File: config.mk
export PLATFORM = sky130hd
export DESIGN_NAME = cpu_run_ctrl
export DESIGN_NICKNAME = d
export VERILOG_FILES = /design/src/rtl/cpu_run_ctrl_pkg.sv /design/src/rtl/vram_dump_seq.sv /design/src/rtl/cpu_run_ctrl.sv
export SDC_FILE = /design/constraint.sdc
export NUM_CORES = 1
export LEC_CHECK = 0
export CAP_MARGIN = 20
export CORE_MARGIN = 10
export CORE_UTILIZATION = 42
export DETAILED_ROUTE_END_ITERATION = 12
export GPL_TIMING_DRIVEN = 0
export MAX_ROUTING_LAYER = met4
export PLACE_DENSITY_LB_ADDON = 0.3
export SETUP_SLACK_MARGIN = 0.3
export SLEW_MARGIN = 10
export SYNTH_ARGS = -nofsm -noshare
export SYNTH_HDL_FRONTEND = slang
export SYNTH_SLANG_ARGS = --single-unit
File: constraint.sdc
create_clock -name clk -period 6.8 [get_ports clk]
set_input_delay 0.68 -clock clk [delete_from_list [all_inputs] [get_ports clk]]
set_output_delay 0.68 -clock clk [all_outputs]
set_load 0.005 [all_outputs]
File: src/rtl/cpu_run_ctrl_pkg.sv
// Shared types for the core run controller: FSM state encoding and run modes.
// Latency: n/a (types and constants only).
// Backpressure: n/a.
package cpu_run_ctrl_pkg;

  typedef enum logic [2:0] {
    IDLE      = 3'd0,
    RST_HOLD  = 3'd1,
    RUN       = 3'd2,
    STEP_WAIT = 3'd3,
    STEP_EXEC = 3'd4,
    HALTED    = 3'd5,
    DUMP      = 3'd6,
    DONE      = 3'd7
  } state_e;

  localparam logic [1:0] MODE_FREE  = 2'd0;
  localparam logic [1:0] MODE_LIMIT = 2'd1;
  localparam logic [1:0] MODE_STEP  = 2'd2;

endpackage

File: src/rtl/vram_dump_seq.sv
// VRAM scan sequencer: latches base/length, walks a word index, wraps the address.
// Latency: addr/valid/last are decoded from registers; index advances one cycle after accept.
// Backpressure: address holds while active && !ready; index steps only on valid && ready.
//
// Ports:
//   clk, rst       clock, async active-high reset
//   start_dump     latch base/len and clear the index (accepted run start)
//   base, len      scan window, sampled on start_dump
//   active         controller is in its dump phase
//   ready          consumer accepts the current word
//   addr, valid    current VRAM address and its qualifier
//   last           current word is the final one of the window
//   empty          latched length is zero (no scan needed)
module vram_dump_seq #(
  parameter int ADDR_W = 13,
  parameter int LEN_W  = ADDR_W + 1
) (
  input  logic              clk,
  input  logic              rst,
  input  logic              start_dump,
  input  logic [ADDR_W-1:0] base,
  input  logic [LEN_W-1:0]  len,
  input  logic              active,
  input  logic              ready,
  output logic [ADDR_W-1:0] addr,
  output logic              valid,
  output logic              last,
  output logic              empty
);

  logic [ADDR_W-1:0] base_q;
  logic [LEN_W-1:0]  len_q;
  logic [LEN_W-1:0]  idx_q;

  always_ff @(posedge clk or posedge rst) begin
    if (rst) begin
      base_q <= '0;
      len_q  <= '0;
      idx_q  <= '0;
    end else if (start_dump) begin
      base_q <= base;
      len_q  <= len;
      idx_q  <= '0;
    end else if (active && ready) begin
      idx_q <= idx_q + LEN_W'(1);
    end
  end

  // Truncating add gives the wrap at the top of VRAM for free.
  assign addr  = base_q + idx_q[ADDR_W-1:0];
  assign valid = active;
  assign last  = (idx_q + LEN_W'(1)) == len_q;
  assign empty = (len_q == '0);

endmodule

File: src/rtl/cpu_run_ctrl.sv
// Run controller: releases core reset, runs FREE/LIMIT/STEP, halts, then scans VRAM.
// Latency: all control outputs registered from next state; a start is visible one cycle later.
// Backpressure: dump words hold until dump_ready; start is ignored while busy.
//
// Ports:
//   clk, rst                 clock, async active-high reset
//   start, abort, step       run start pulse, early-stop level, single-step pulse
//   mode, cycle_limit        run mode and LIMIT budget, sampled on accepted start
//   cpu_stop_req             core ebreak/ecall stop indication
//   dump_base, dump_len      VRAM scan window, sampled on accepted start
//   dump_ready               consumer accepts the current dump word
//   cpu_rst, halt            core reset and clock-enable gate (halt=1 freezes)
//   vram_load, vram_addr     VRAM read-port select and address
//   dump_valid               vram_addr is presented to the consumer
//   busy, done               run in progress / run finished (level)
//   cycle_count              core cycles executed this run (saturating)
module cpu_run_ctrl
  import cpu_run_ctrl_pkg::*;
#(
  parameter int ADDR_W     = 13,
  parameter int CNT_W      = 32,
  parameter int RST_CYCLES = 3,
  parameter int LEN_W      = ADDR_W + 1
) (
  input  logic              clk,
  input  logic              rst,
  input  logic              start,
  input  logic              abort,
  input  logic [1:0]        mode,
  input  logic [CNT_W-1:0]  cycle_limit,
  input  logic              step,
  input  logic              cpu_stop_req,
  input  logic [ADDR_W-1:0] dump_base,
  input  logic [LEN_W-1:0]  dump_len,
  input  logic              dump_ready,
  output logic              cpu_rst,
  output logic              halt,
  output logic              vram_load,
  output logic [ADDR_W-1:0] vram_addr,
  output logic              dump_valid,
  output logic              busy,
  output logic              done,
  output logic [CNT_W-1:0]  cycle_count
);

  localparam int HOLD_W = (RST_CYCLES > 1) ? $clog2(RST_CYCLES) : 1;
  localparam logic [HOLD_W-1:0] HOLD_LAST = HOLD_W'(RST_CYCLES - 1);

  state_e            state_q, state_d;
  logic [HOLD_W-1:0] hold_q, hold_d;
  logic [CNT_W-1:0]  cyc_q, cyc_d, cyc_inc;
  logic [1:0]        mode_q;
  logic [CNT_W-1:0]  limit_q;
  logic              accept;
  logic              cpu_rst_q, halt_q, load_q, busy_q, done_q;
  logic              dump_last, dump_empty;

  // Saturating increment so a long free run never wraps back to small counts.
  assign cyc_inc = (&cyc_q) ? cyc_q : cyc_q + CNT_W'(1);

  always_comb begin
    state_d = state_q;
    hold_d  = hold_q;
    cyc_d   = cyc_q;
    accept  = 1'b0;
    case (state_q)
      IDLE, DONE: begin
        if (start) begin
          accept  = 1'b1;
          state_d = RST_HOLD;
          hold_d  = '0;
          cyc_d   = '0;
        end
      end
      RST_HOLD: begin
        if (hold_q == HOLD_LAST) begin
          if (mode_q == MODE_LIMIT && limit_q == '0) state_d = HALTED;
          else if (mode_q == MODE_STEP)               state_d = STEP_WAIT;
          else                                        state_d = RUN;
        end else begin
          hold_d = hold_q + HOLD_W'(1);
        end
      end
      RUN: begin
        // The cycle that sees the stop request still executes, so it counts.
        cyc_d = cyc_inc;
        if (abort || cpu_stop_req || (mode_q == MODE_LIMIT && cyc_inc == limit_q))
          state_d = HALTED;
      end
      STEP_WAIT: begin
        if (abort || cpu_stop_req) state_d = HALTED;
        else if (step)             state_d = STEP_EXEC;
      end
      STEP_EXEC: begin
        cyc_d   = cyc_inc;
        state_d = cpu_stop_req ? HALTED : STEP_WAIT;
      end
      HALTED: state_d = dump_empty ? DONE : DUMP;
      DUMP: begin
        if (abort)                                   state_d = DONE;
        else if (dump_valid && dump_ready && dump_last) state_d = DONE;
      end
      default: state_d = IDLE;
    endcase
  end

  always_ff @(posedge clk or posedge rst) begin
    if (rst) begin
      state_q   <= IDLE;
      hold_q    <= '0;
      cyc_q     <= '0;
      mode_q    <= MODE_FREE;
      limit_q   <= '0;
      cpu_rst_q <= 1'b1;
      halt_q    <= 1'b1;
      load_q    <= 1'b0;
      busy_q    <= 1'b0;
      done_q    <= 1'b0;
    end else begin
      state_q <= state_d;
      hold_q  <= hold_d;
      cyc_q   <= cyc_d;
      if (accept) begin
        // Reserved encoding 2'b11 runs as FREE.
        mode_q  <= (mode == MODE_LIMIT || mode == MODE_STEP) ? mode : MODE_FREE;
        limit_q <= cycle_limit;
      end
      // Outputs registered from the next state so they line up with state_q.
      cpu_rst_q <= (state_d == IDLE) || (state_d == RST_HOLD);
      halt_q    <= !((state_d == RUN) || (state_d == STEP_EXEC));
      load_q    <= (state_d == DUMP);
      busy_q    <= !((state_d == IDLE) || (state_d == DONE));
      done_q    <= (state_d == DONE);
    end
  end

  vram_dump_seq #(
    .ADDR_W(ADDR_W),
    .LEN_W (LEN_W)
  ) u_dump (
    .clk       (clk),
    .rst       (rst),
    .start_dump(accept),
    .base      (dump_base),
    .len       (dump_len),
    .active    (load_q),
    .ready     (dump_ready),
    .addr      (vram_addr),
    .valid     (dump_valid),
    .last      (dump_last),
    .empty     (dump_empty)
  );

  assign cpu_rst     = cpu_rst_q;
  assign halt        = halt_q;
  assign vram_load   = load_q;
  assign busy        = busy_q;
  assign done        = done_q;
  assign cycle_count = cyc_q;

endmodule

## Yosys cells after proc, flatten, opt, wreduce, memory -nomap -nowiden

Cells that the tools add are included.

- Output and inout port bits: 51
- Input bits: 68
- Logic and storage cells: 85
- Bits in registers: 117

- Reductions and logical operators: 24
- Muxes and demuxes: 23
- $add $sub $neg: 4
- Equal/unequal tests: 21

Operators with widths:

| operator | count |
|---|---|
| $mux 32 | 2 |
| $pmux 32 s2 | 1 |
| $add 32x1->32 const B | 1 |
| $eq 32x32->1 | 1 |
| $logic_not 32->1 | 1 |
| $reduce_and 32->1 | 1 |
| $mux 14 | 2 |
| $mux 3 | 9 |
| $eq 3x3->1 const B | 7 |
| $pmux 3 s7 | 1 |
| $add 14x1->14 const B | 1 |
| $eq 14x14->1 | 1 |
| $logic_not 14->1 | 1 |
| $add 13x13->13 | 1 |
| $eq 3x2->1 const B | 3 |
| $eq 2x2->1 const B | 3 |
| $eq 3x1->1 const B | 2 |
| $logic_not 3->1 | 2 |
| $logic_or 1x1->1 | 6 |
| $mux 2 | 3 |
| $reduce_bool 2->1 | 3 |
| $eq 2x1->1 const B | 2 |
| $logic_and 1x1->1 | 4 |
| $mux 1 | 4 |
| 7 further kinds | 10 |

## Logic depth before layout (Yosys ltp)

Gate-level depths: netlist (run 1).

- Word-level depth: 10
- Depth in mapped cells: 12

## Cells and area by module

Synthesis (run 1) repeated with hierarchy kept, for this count alone.

- Cells, all modules: 891
- Area total of the unflattened synthesis: 7728.7 µm²

By module, submodules not included:

| module | seq. area each (µm²) | area each (µm²) | times used | cells an instance |
|---|---|---|---|---|
| cpu_run_ctrl | 1904.3 | 4929.7 | 1 | 607 |
| vram_dump_seq | 1026.0 | 2798.9 | 1 | 284 |

## Worst setup path after synthesis (run 1)

OpenSTA, ideal clock, no wires.

- Path type: register -> register
- Start: register cyc_q[0] (netlist: cycle_count[0])
- End: register state_q[1]
- Slack: 3769 ps
- Stages on the path, launching flop included: 13
- Setup time: 124 ps
- Arrival time: 2907 ps
- Path through: dfrtp_1 -> ha_1 -> and3_1 -> buf_4 -> nand4_1 -> or4_1 -> clkbuf_1 -> nor2_1 -> mux2i_1 -> o2111ai_1 -> nor4_1 -> nand4b_1 -> a211o_1

- Longest elaborated chain between the ends: 7
- Elaborated cells between the ends (all ways): 8

RTL lines:

| what | RTL line | RTL |
|---|---|---|
| start: declaration | cpu_run_ctrl.sv:51 | `logic [CNT_W-1:0] cyc_q, cyc_d, cyc_inc;` |
| start signal: assignment | cpu_run_ctrl.sv:122 | `cyc_q <= cyc_d;` |
| $add 32x1->32 / $reduce_and 32->1 (equally long branches) | cpu_run_ctrl.sv:59 | `assign cyc_inc = (&cyc_q) ? cyc_q : cyc_q + CNT_W'(1);` |
| $mux 32 (*) | cpu_run_ctrl.sv:59 |  |
| $eq 32x32->1 (*) | cpu_run_ctrl.sv:87 | `if (abort \|\| cpu_stop_req \|\| (mode_q == MODE_LIMIT && cyc_inc == limit_q))` |
| $logic_and 1x1->1 (*) | cpu_run_ctrl.sv:87 |  |
| $logic_or 1x1->1 (*) | cpu_run_ctrl.sv:87 |  |
| $mux 3 (*) | cpu_run_ctrl.sv:87 |  |
| $pmux 3 s7 (*) | cpu_run_ctrl.sv:66 | `case (state_q)` |
| net state_d[1] | cpu_run_ctrl.sv:49 | `state_e state_q, state_d;` |
| end signal: assignment | cpu_run_ctrl.sv:120 | `state_q <= state_d;` |
| end: declaration | cpu_run_ctrl.sv:49 |  |

The timed path passes the listed nets; every way through them passes the cells marked *.
A chain may end at the register's enable or synchronous reset.

## Final worst setup path (run 1)

- Start: register u_dump.idx_q[0]
- End: output port vram_addr[12]

- Longest elaborated chain between the ends: 1

RTL lines:

| what | RTL line | RTL |
|---|---|---|
| start: declaration | vram_dump_seq.sv:33 | `logic [LEN_W-1:0] idx_q;` |
| start signal: assignment | vram_dump_seq.sv:45 | `idx_q <= idx_q + LEN_W'(1);` |
| $add 13x13->13 | vram_dump_seq.sv:50 | `assign addr = base_q + idx_q[ADDR_W-1:0];` |
| end: declaration | cpu_run_ctrl.sv:39 | `output logic [ADDR_W-1:0] vram_addr,` |

No other way between the ends.

==> run metrics, run 1 <==
Final Slew Violations 0; sequential area share after synthesis 37.7%; Initial Util 42.9%; PortBufs 118; Max Cap Viol 0; Final Cell Area 9870 um2; cts repair resizes 0; Post-CTS Hold Fix Bufs 0; Post-Route Skew 0.0147 ns; DR vias 7367; Root Buffer clkbuf_16; critical path class reg2out; vias per cell 5.55; Chip Height 156 um; RSZ-0062 raised after global routing false; Final Power 0.00359 W; Setup violations, final 0; Core Box Area 18100 um2; WL final 24500 um; die area 24300 um2; H-tree lvl count 4; WP data arrival 3.58 ns; outcome finished clean; Fmax 234 MHz; Startpoint Class register; top layer in use met4; reported leakage power 4.24 nW; # diodes 0; Worst Max-Slew Pin Slew 0.902 ns; Post-synth EDFFs 0; RePlAce Congestion 0.938; worst r2r path cells 12; Net Count, Synth 1031; number of buffers created by CTS 17; most common flop cell mapped by yosys dfrtp_1; Remaining DRCs 0; worst-path fanout max 6; area taken by multi-input logic gates 4460 um2; Critical R2R Launch cycle_count[1]; Simple-Gate Fraction of Synth Area 30.5%; Final Util 54.6%; gr usage total 20.7%; TritonCTS clock tree yes; maximum VDD drop 0.204 mV; met3 wire len 1470 um; largest family of logic cells by synthesized area simple AND/OR/NAND/NOR gates; element type at the critical path end output port; Initial DRC Count 657; Routed WL per cell 18.4 um; Area after DPL 9270 um2; Clock Pin Slew Worst Setup and Hold Paths 0.06 ns; initial antenna violation count 0; hold slack 0.485 ns; Rows 49; io pins 119; wire length of the first global-routing pass 38900 um; Yosys cell types 82; post-synthesis mux area share 0.532%; Worst Setup SP u_dump.idx_q[0]; final net count 1170; Post-Synthesis Cells 947; hpwl dp 18600 um; Hold Path Origin u_dump.base_q[2]; Met2 Routed Length 11200 um; Post-CTS Setup Inserts 0; relative slew slack 39.3%; post-synthesis compound-gate area fraction 13.7%; ys async rst share 100%; Layout area overhead 27.0%; layout cells sized above 1 8.10%; crit path to vram_addr[12]; Mean Syn Cell Area 8.20 um2; DR pass1 iterations 5; CTS Sinks 117; reg2reg end state_q[1]; Min Clock Period, post-route 4.26 ns; r2r setup slk 2.82 ns; synthesized cell area 7770 um2; Synth Area in XOR/XNOR 9.92%; setup_tns 0 ns; Ys Warns 0; Filler cells 1679; grt total ovfl 0; Hold Vio Cnt, Final 0; Final Cycle Share 62.7%; largest net degree at the start of global routing 82; PD cells 364 nW/um2; Worst-Skew Late Latency 0.43 ns; FF+latch area 2930 um2; die width 156 um; Hold Path Class reg2reg; register bit total from synthesis 117; number of global-route vias before repair 7180; Longest Clk Path Bufs 2; adder-cell share of the synthesized area 2.80%; CP Data Required Time 6.12 ns; met1 WL 11200 um; remaining antenna violation count after routing 0
## cell families (layout without fill, tap and decap cells)
logic type / after synthesis / count (layout)
simple gates: 493 / 493
compound gates: 157 / 157
flops: 117 / 117
xor+xnor: 88 / 88
buf+inv: 71 / 223
fa+ha+maj: 17 / 17
mux: 4 / 4
## synth_stat cells, types with 3 or more instances
cell type  count  area [um2]
a21boi_0       3        22.5
a21oi_1       30         150
a22o_1         4        35.0
a31oi_1       10        62.6
and3_1        15        93.8
and4_1         8        70.1
buf_2          7        35.0
buf_4          5        37.5
buf_6          7        78.8
clkbuf_1      29         109
dfrtp_1      115        2880
ha_1          15         188
inv_1         18        67.6
mux2i_1        3        30.0
nand2_1      259         972
nand2b_1       8        50.1
nand3_1       37         185
nand3b_1       3        22.5
nand4_1       17         106
nor2_1        56         210
nor2b_1        5        31.3
nor3_1        20         100
nor3b_1        7        52.6
nor4_1        19         119
o2111ai_1      7        61.3
o211ai_1       3        22.5
o21a_1         4        30.0
o21ai_0       49         245
o31ai_1       16         120
o41ai_1        4        35.0
or3_1          9        56.3
or4_1          4        30.0
xnor2_1       59         517
xor2_1        29         254
## stage by stage
step                cells  setup slack (ns)
detailed placement   1296              2.93
global route         1328              2.22
finish               1328              2.54
CTS                  1328              2.52
global placement     1294              1.23
floorplan             947              3.02
## worst max-delay path, cell delays in order, from the launching register on
cell and delay (ns):
dfrtp_1 0.47, ha_1 0.22, inv_1 0.06, fa_1 0.40
nor2b_1 0.12, o21ai_0 0.10, a21boi_0 0.24, o21ai_0 0.14
a21boi_0 0.36, o2111ai_1 0.18, a31oi_1 0.19, xnor2_1 0.15
clkdlybuf4s50_1 0.54
## where the power goes
group | leakage [nW] | internal, W | switching [W]
combinational | 2.43 | 0.000674 | 0.000864
sequential | 1.52 | 0.000915 | 0.000238
clock | 0.280 | 0.000551 | 0.000346
## routing by layer
layer	vias to the layer above	GRT usage, %
li1	3580	-
met1	3477	27.0
met2	261	31.9
met3	49	3.64
met4	0	7.33
met5	-	-
## area by class of cell
class	instances	share of cell area (%)
inverter	18	0.735
multi-input combinational	759	45.2
clock buffer	18	4.45
buffer	53	3.09
clock inverter	14	1.57
tap	229	2.90
sequential	117	29.7
timing repair buffer	120	12.3
## flip-flops by register name (all words and copies together) (netlist names), 2 cells and up
register	flops
hold_q	2
state_q	3
limit_q	32
u_dump.base_q	13
cycle_count	32
u_dump.len_q	14
u_dump.idx_q	14
mode_q	2
## worst min path at each step
stage	cells past startpoint	to	slack [ns]
2_1_floorplan	2	u_dump.base_q[0]	0.45
3_3_place_gp	2	u_dump.base_q[4]	0.46
3_5_place_dp	2	u_dump.base_q[4]	0.47
4_1_cts	2	u_dump.base_q[4]	0.48
5_1_grt	2	u_dump.base_q[0]	0.51
6_report	2	u_dump.base_q[2]	0.48
## cell usage in the layout, fill, tap and decap left out, types with 8 or more instances in the layout
cell type        instances
clkdlybuf4s50_1        118
ha_1                    15
clkbuf_1                29
nand3_1                 37
a21oi_1                 30
inv_1                   17
nor2_1                  56
nor3_1                  20
buf_2                    8
o21ai_0                 49
o31ai_1                 16
nand4_1                 17
nand2b_1                 8
dfrtp_1                115
or3_1                    9
clkbuf_16               17
nand2_1                259
xor2_1                  29
nor4_1                  19
and3_1                  15
and4_1                   8
a31oi_1                 10
xnor2_1                 59
Power figures use the tool's default switching activity.
==> run 2: changes to the inputs <==
Clock period 6.8 ns to 3.8 ns, I/O delays scaled along.
==> run 2 against run 1 <==
  * Register-to-register slack got worse by 2.4 ns
  * Global-route usage increased by 0.11 points
  * First-iteration DRC count increased by 8.5%
  * Total power increased by 80%
  * Sequential cell count unchanged
  * Utilization increased by 0.84 points
  * Count of clock-buffer cells in the layout unchanged
  * Largest power group unchanged
  * Highest routed layer unchanged
==> run metrics, run 2 (synthesis results as in run 1) <==
Startpoint Class register; vias per cell 5.57; initial antenna violation count 0; Post-CTS Hold Fix Bufs 0; clock share of power 24.8%; most common cell after layout, fill and taps aside nand2_1; PD cells 645 nW/um2; # diodes 0; final net count 1181; Chip Height 156 um; largest net degree at the start of global routing 82; Worst-Skew Late Latency 0.43 ns; setup_tns 0 ns; TritonCTS clock tree yes; number of buffers created by CTS 17; reported leakage power 4.35 nW; reg2reg end state_q[1]; Hold Vio Cnt, Final 0; DR pass1 iterations 5; io pins 119; Min Clock Period, post-route 3.37 ns; Setup violations, final 0; worst r2r path cells 9; worst-path fanout max 8; Routed WL per cell 18.4 um; Area after DPL 9270 um2; layout cells sized above 1 10.6%; CP Data Required Time 4.12 ns; wire length of the first global-routing pass 39100 um; Worst Setup SP cycle_count[8]; internal power 0.00385 W; Worst Max-Slew Pin Slew 0.851 ns; remaining antenna violation count after routing 0; Longest Clk Path Bufs 2; Layout area overhead 29.0%; element type at the critical path end register; Root Buffer clkbuf_16; WL final 24700 um; DR vias 7461; WP data arrival 3.69 ns; Post-Route Skew 0.0135 ns; die area 24300 um2; Core Box Area 18100 um2; hpwl dp 18600 um; PortBufs 118; die width 156 um; Hold Path Class in2async; gr usage total 20.8%; Filler cells 1660; RSZ-0062 raised after global routing true; H-tree lvl count 4; Initial DRC Count 713; outcome finished clean; Fmax 297 MHz; Sw Pwr 0.00262 W; Remaining DRCs 0; crit path to state_q[1]; Critical R2R Launch cycle_count[8]; Rows 49; sw frac 40.5%; Final Cycle Share 88.6%; number of global-route vias before repair 7241; power share of the sequential group 31.7%; maximum VDD drop 0.369 mV; RePlAce Congestion 0.938; Final Slew Violations 0; r2r setup slk 0.43 ns; CTS Sinks 117; critical path class reg2reg; Final Cell Area 10000 um2; Initial Util 42.9%; Clock Pin Slew Worst Setup and Hold Paths 0.06 ns; Logic pwr share 43.4%; relative slew slack 42.8%; Max Cap Viol 0; grt total ovfl 0; commonest cells after routing, fill and taps aside nand2_1 (259), clkdlybuf4s50_1 (113), dfrtp_1 (111), xnor2_1 (59), nor2_1 (54)
## run 2: cell count changes in the layout (fill, tap and decap cells not counted), moves of 2 or more
cell / previous run / this run
buf_4: 5 / 16
clkbuf_2: 1 / 3
clkdlybuf4s50_1: 118 / 113
dfrtp_1: 115 / 111
nor4_1: 19 / 17
nor2_4: 0 / 2
a21boi_0: 3 / 1
dfrtp_2: 0 / 4
nor2_1: 56 / 54
dlymetal6s2s_1: 0 / 3
## run 2: worst min-delay path by stage
stage / to / depth (start not counted)
final: hold_q[1] / 2
after global routing: limit_q[29] / 2
after CTS: hold_q[1] / 2
after detailed placement: u_dump.base_q[4] / 2
after global placement: u_dump.base_q[4] / 2
after floorplan: u_dump.base_q[0] / 2
## run 2: what timing repair did
| item | CTS | global route |
|---|---|---|
| gates cloned | 0 | 0 |
| setup endpoints to repair | 8 | 8 |
| hold endpoints to repair | 0 | 0 |
| setup buffers | 5 | 6 |
| pin swaps | 5 | 6 |
| resized for setup | 16 | 16 |
## run 2: cell type report
class	count	area, um2	share of cell area [%]
plain buffers	53	307	3.06
multi-input cells	759	4530	45.2
repair buffers	131	1290	12.9
well taps	229	287	2.86
flip-flops and latches	117	2940	29.3
clock buffers	18	439	4.38
clock inverters	14	155	1.55
inverters	18	72.6	0.724
## run 2: critical path, cell delays in order (launching register included)
cell and delay [ns]:
dfrtp_1 0.52, nand4_1 0.24, nor2_2 0.32, nand4_1 0.37, nor4b_2 0.52, xnor2_1 0.24
o2111ai_1 0.18, nor4_2 0.32, nand4b_1 0.23, a211o_1 0.31
## run 2: per-stage QoR
| step | power (W) | cells | worst slack (ns) | hold slack [ns] | utilization [%] |
|---|---|---|---|---|---|
| 6_report | 0.00647 | 1339 | 0.434 | 0.313 | 55.4 |
| 5_1_grt | 0.00691 | 1339 | 0.219 | 0.354 | 55.4 |
| 4_1_cts | 0.00644 | 1333 | 0.306 | 0.327 | 54.9 |
| 3_5_place_dp | 0.00481 | 1296 | -0.0687 | 0.468 | 51.3 |
| 3_3_place_gp | 0.00476 | 1294 | -1.47 | 0.462 | 51.1 |
| 2_1_floorplan | 0.00376 | 947 | 0.323 | 0.450 | - |
## run 2: power by group through the flow
stage / registers [W] / logic [W] / clock network [W]
after floorplan: 0.00193 / 0.00183 / 0
after global placement: 0.00207 / 0.00269 / 0
after detailed placement: 0.00208 / 0.00273 / 0
after CTS: 0.00206 / 0.00276 / 0.00163
after global routing: 0.00210 / 0.00313 / 0.00168
final: 0.00205 / 0.00281 / 0.00161
## run 2: metal layers
layer	vias to the layer above	track usage [%]	wire length (um)
li1	3606	-	-
met1	3517	26.9	11200
met2	296	32.1	11400
met3	42	3.69	1460
met4	0	7.78	568
met5	-	-	0
